--- src/rtl/pwm_dac_out.sv ---
// PWM DAC output stage: buffers 8-bit samples and emits one fixed-length PWM period per sample.
// Define PWM_DAC_FIFO_EN for a FIFO_DEPTH-entry buffer; otherwise a single holding register is used.
module pwm_dac_out #(
  parameter int WIDTH      = 8,
  parameter int PRESCALE   = 1,
  parameter int FIFO_DEPTH = 4
) (
  input  logic             clk,
  input  logic             rst_n,
  input  logic [WIDTH-1:0] sample_in,
  input  logic             sample_valid,
  output logic             sample_ready,
  input  logic             enable,
  input  logic             clear_underrun,
  output logic             pwm_out,
  output logic             period_start,
  output logic             underrun
);

`ifdef PWM_DAC_FIFO_EN
  localparam bit FIFO_EN = 1'b1;
`else
  localparam bit FIFO_EN = 1'b0;
`endif

  // The holding-register build is simply a one-entry buffer.
  localparam int BUF_DEPTH = FIFO_EN ? FIFO_DEPTH : 1;
  localparam int IW        = (BUF_DEPTH > 1) ? $clog2(BUF_DEPTH) : 1;
  localparam int CW        = $clog2(BUF_DEPTH + 1);
  localparam int PW        = (PRESCALE > 1) ? $clog2(PRESCALE) : 1;

  localparam logic [PW-1:0]    PRE_LAST = PW'(PRESCALE - 1);
  localparam logic [WIDTH-1:0] CNT_LAST = {{(WIDTH-1){1'b1}}, 1'b0};
  localparam logic [IW-1:0]    IDX_LAST = IW'(BUF_DEPTH - 1);
  localparam logic [CW-1:0]    FILL_MAX = CW'(BUF_DEPTH);

  logic [WIDTH-1:0] r_mem [BUF_DEPTH];
  logic [IW-1:0]    r_wr_idx;
  logic [IW-1:0]    r_rd_idx;
  logic [CW-1:0]    r_fill;

  logic             r_en;
  logic [PW-1:0]    r_pre;
  logic [WIDTH-1:0] r_cnt;
  logic [WIDTH-1:0] r_duty;
  logic             r_pwm;
  logic             r_pstart;
  logic             r_underrun;

  logic             w_full;
  logic             w_nonempty;
  logic             w_push;
  logic             w_pop;
  logic [WIDTH-1:0] w_head;
  logic             w_run;
  logic             w_tick;
  logic             w_boundary;
  logic [PW-1:0]    w_pre_next;
  logic [WIDTH-1:0] w_cnt_next;
  logic [WIDTH-1:0] w_duty_next;
  logic             w_pwm_next;
  logic             w_pstart_next;
  logic             w_underrun_next;

  function automatic logic [IW-1:0] idx_inc(input logic [IW-1:0] idx);
    return (idx == IDX_LAST) ? '0 : idx + IW'(1);
  endfunction

  // ---------------- sample buffer ----------------
  assign w_full       = (r_fill == FILL_MAX);
  assign w_nonempty   = (r_fill != '0);
  assign w_push       = sample_valid && !w_full;
  assign w_pop        = w_boundary && w_nonempty;
  assign w_head       = r_mem[r_rd_idx];
  assign sample_ready = !w_full;

  always_ff @(posedge clk) begin
    if (w_push) begin
      r_mem[r_wr_idx] <= sample_in;
    end
  end

  always_ff @(posedge clk or negedge rst_n) begin
    if (!rst_n) begin
      r_wr_idx <= '0;
      r_rd_idx <= '0;
      r_fill   <= '0;
    end else begin
      if (w_push) begin
        r_wr_idx <= idx_inc(r_wr_idx);
      end
      if (w_pop) begin
        r_rd_idx <= idx_inc(r_rd_idx);
      end
      case ({w_push, w_pop})
        2'b10:   r_fill <= r_fill + CW'(1);
        2'b01:   r_fill <= r_fill - CW'(1);
        default: r_fill <= r_fill;
      endcase
    end
  end

  // ---------------- period timing ----------------
  // Counters only advance once enable has been high for a full cycle, so the
  // first enabled cycle always shows cnt = 0 and a period_start pulse.
  assign w_run      = enable && r_en;
  assign w_tick     = w_run && (r_pre == PRE_LAST);
  assign w_boundary = w_tick && (r_cnt == CNT_LAST);

  always_comb begin
    w_pre_next      = '0;
    w_cnt_next      = '0;
    w_duty_next     = r_duty;
    w_underrun_next = r_underrun;
    if (w_run) begin
      w_pre_next = w_tick ? '0 : r_pre + PW'(1);
      if (w_boundary) begin
        w_cnt_next = '0;
      end else if (w_tick) begin
        w_cnt_next = r_cnt + WIDTH'(1);
      end else begin
        w_cnt_next = r_cnt;
      end
    end
    if (w_pop) begin
      w_duty_next = w_head;
    end
    if (w_boundary && !w_nonempty) begin
      w_underrun_next = 1'b1;
    end else if (clear_underrun) begin
      w_underrun_next = 1'b0;
    end
    // Outputs are computed from next-state values so they line up with cnt.
    w_pwm_next    = enable && (w_cnt_next < w_duty_next);
    w_pstart_next = enable && (w_pre_next == '0) && (w_cnt_next == '0);
  end

  always_ff @(posedge clk or negedge rst_n) begin
    if (!rst_n) begin
      r_en       <= 1'b0;
      r_pre      <= '0;
      r_cnt      <= '0;
      r_duty     <= '0;
      r_pwm      <= 1'b0;
      r_pstart   <= 1'b0;
      r_underrun <= 1'b0;
    end else begin
      r_en       <= enable;
      r_pre      <= w_pre_next;
      r_cnt      <= w_cnt_next;
      r_duty     <= w_duty_next;
      r_pwm      <= w_pwm_next;
      r_pstart   <= w_pstart_next;
      r_underrun <= w_underrun_next;
    end
  end

  assign pwm_out      = r_pwm;
  assign period_start = r_pstart;
  assign underrun     = r_underrun;

endmodule

--- config.mk ---
export PLATFORM = sky130hd
export DESIGN_NAME = pwm_dac_out
export DESIGN_NICKNAME = d
export VERILOG_FILES = /design/src/rtl/pwm_dac_out.sv
export SDC_FILE = /design/constraint.sdc
export NUM_CORES = 1
export LEC_CHECK = 0
export CAP_MARGIN = 20
export CORE_MARGIN = 2
export CORE_UTILIZATION = 45
export CTS_BUF_LIST = sky130_fd_sc_hd__clkbuf_16
export DETAILED_ROUTE_END_ITERATION = 16
export PLACE_DENSITY = 0.66
export SYNTH_ARGS = -nofsm -noshare
export SYNTH_HDL_FRONTEND = slang
export SYNTH_SLANG_ARGS = --single-unit
--- constraint.sdc ---
create_clock -name clk -period 3 [get_ports clk]
set_clock_uncertainty 0.15 [all_clocks]
set_input_delay 0.9 -clock clk [delete_from_list [all_inputs] [get_ports clk]]
set_output_delay 0.9 -clock clk [all_outputs]
set_load 0.03 [all_outputs]
==> results of run 1 <==
through the flow:
step,cell area [um^2],util (%),cells
after floorplan,1510,-,135
after global placement,1870,56.9,216
after detailed placement,1870,56.9,216
after CTS,2060,62.8,227
after global routing,2080,63.5,227
final,2080,63.5,227
flip-flops by register name, summed over array words and instances (netlist names):
signal and cells:
r_pre 1, r_en 1, r_mem 8, pwm_out 1, period_start 1, r_fill 1
underrun 1, r_cnt 8, r_duty 8
critical path, cell delays in order (launching register included):
cell,delay (ns)
dfrtp_2,0.43
inv_2,0.08
ha_1,0.16
nand4_1,0.14
or4_4,0.58
mux2i_4,0.22
ha_1,0.32
nand2_1,0.07
nand3b_1,0.14
a2111oi_4,0.23
o21ai_1,0.12
o22ai_1,0.15
cells in the final DEF (no fill, tap or decap), types with 3 or more instances in the layout:
cell	Yosys	final
buf_4	1	23
or3_1	3	3
dfrtp_1	22	21
nor3_1	3	3
clkbuf_16	0	5
inv_1	14	13
edfxtp_1	8	8
nand4_1	3	3
clkdlybuf4s50_1	0	15
nor2b_1	4	3
a21oi_1	3	3
o21ai_0	5	4
ha_1	9	9
nand2_1	12	12
xor2_1	4	4
nor2_1	7	7
mux2i_1	8	5
cell families after synthesis:
family,synth area share (%)
other,0.248
multiplexers,5.29
AO/OA/AOI/OAI,10.3
flip-flops,52.3
buffers and inverters,4.71
adder cells (fa/ha/maj),7.44
AND/OR/NAND/NOR,16.3
XOR/XNOR,3.47
cell type report:
type	count	area, um^2	area share [%]
Tap cell	46	57.6	2.76
Timing Repair Buffer	40	339	16.3
Multi-Input combinational cell	89	702	33.7
Clock buffer	5	125	6.00
Sequential cell	30	792	38.0
Inverter	14	52.6	2.52
Clock inverter	3	16.3	0.780
power by group:
part | total (mW) | switching [mW] | internal [mW]
Sequential | 0.426 | 0.00225 | 0.424
Clock | 0.473 | 0.171 | 0.302
Combinational | 0.0524 | 0.0236 | 0.0288
Total | 0.951 | 0.197 | 0.754
timing repair:
item / in CTS / in global routing
pin swaps: 3 / 4
buffers inserted: 3 / 0
cloned: 0 / 0
resized for setup: 11 / 6
endpoints found under the setup margin: 1 / 1
final timing paths:
| check | from | end | slack (ns) | cells past startpoint |
|---|---|---|---|---|
| worst max-delay path | r_cnt[0] | pwm_out | 0.13 | 11 |
| worst min-delay path | r_mem[0][5] | r_duty[5] | 0.34 | 2 |
| worst max register to register | r_cnt[0] | pwm_out | 0.13 | 11 |
| worst min register to register | r_mem[0][5] | r_duty[5] | 0.34 | 2 |
| max in group asynchronous | rst_n | r_cnt[0] | 1.63 | 2 |
| min in group asynchronous | rst_n | r_cnt[5] | 0.83 | 2 |
per-layer routing:
layer	GRT usage [%]	vias to the layer above	wire, um
met2	35.1	15	1810
met4	8.51	0	72
li1	-	567	-
met3	6.21	8	95
met1	25.6	556	1440
met5	0	-	0
cell usage after synthesis (2+ instances only):
library cell   n
inv_1         14
xnor2_1        2
o31ai_1        2
o21ai_0        5
xor2_1         4
nand2_1       12
mux2i_1        8
or3_1          3
a31oi_1        2
dfrtp_1       22
nor2b_1        4
ha_1           9
nand3b_1       2
nand4_1        3
a21oi_1        3
nand3_1        2
nor3_1         3
edfxtp_1       8
o21a_1         2
nor2_1         7
==> results.txt, run 1 <==
area grow syn2layout -> 37.8%
post-synthesis cell area -> 0.00151 mm^2
WHS -> 0.335 ns
# H-tree levels -> 2
Worst Hold Class -> reg -> reg
status -> complete, no violations
Worst Path Max Fanout -> 4
vias -> 1146
Cell Pwr Density -> 456 mW/mm^2
synth unique cells -> 38
Ant. Diodes -> 0
Starting Density -> 46.1%
initial DRC count -> 60
routed len/inst -> 15.1 um
Yosys reg bits -> 30
vias in the first global route -> 1207
Final Setup Violations -> 0
root buf cell -> clkbuf_16
yosys warns -> 0
Avg Inst Size Synth -> 11.2 um^2
largest net degree at the start of global routing -> 23
final number of hold-violating endpoints -> 0
GRT Total Usage -> 21.1%
initial antenna violation count -> 0
Max Clk Rate -> 349 MHz
first-pass GRT wire length -> 5.61 mm
Max-cap violations -> 0
clock slew at reported path FFs -> 0.05 ns
gr ovfl total -> 0
DRT Pass-1 Iters -> 4
total negative slack -> 0 ns
Post-synth EDFFs -> 8
Final GP Congestion -> 0.810
top cell type's share of synthesized area -> 36.4%
Syn Nets -> 157
Final Max Slew Viols -> 0
CTS tree -> yes
Die Height -> 62.0 um
Critical Path RT -> 3.05 ns
Design Power -> 0.951 mW
min Tclk post-route -> 2.87 ns
dpl hpwl -> 2.41 mm
NumNets Final -> 202
Buffers on Ports -> 16
Antenna Violating Nets Remaining -> 0
top_reg_cell synth -> dfrtp_1
die area -> 0.00384 mm^2
# IOs -> 17
RSZ-0062 raised after global routing -> no
sequential-to-total area share from yosys stat -> 52.3%
Die W -> 62.0 um
drt total wl -> 3.42 mm
CP Class -> reg -> reg
CTS Buf Count -> 5
share of layout cells above drive strength 1 -> 24.9%
clk sinks -> 30
latest clock arrival within the worst-skew pair -> 0.27 ns
# DRC -> 0
synth top area cells -> dfrtp_1 36%, edfxtp_1 16%, ha_1 7.4%, mux2i_1 5.3%, inv_1 3.5%
Via-to-Cell Ratio -> 5.05
Setup WS post-layout -> 0.133 ns
asr flop ratio synth -> 73.3%
Critical Path AT -> 2.91 ns
area leader, netlist -> dfrtp_1
nature of the critical path startpoint -> flop
CP endpoint kind -> flop
FILL cells -> 265
cell count after synthesis -> 135
dpl ws -> -0.743 ns
row count -> 21
# hold bufs at CTS -> 0
fin crit share -> 95.6%
CTS max path bufs -> 2
Core Area -> 0.00328 mm^2
Pleak -> 1.00 nW
VDD IR max -> 0.366 mV
Power figures use the tool's default switching activity.
==> inputs of run 2 (changes only) <==
--- a/config.mk
+++ b/config.mk
@@ -9,6 +9,7 @@
 export CORE_MARGIN = 2
 export CORE_UTILIZATION = 45
 export CTS_BUF_LIST = sky130_fd_sc_hd__clkbuf_16
+export CTS_CLUSTER_SIZE = 10
 export DETAILED_ROUTE_END_ITERATION = 16
 export PLACE_DENSITY = 0.66
 export SYNTH_ARGS = -nofsm -noshare
==> results of run 2 <==
The final DEF is identical to that of run 1; final timing and power are the same.
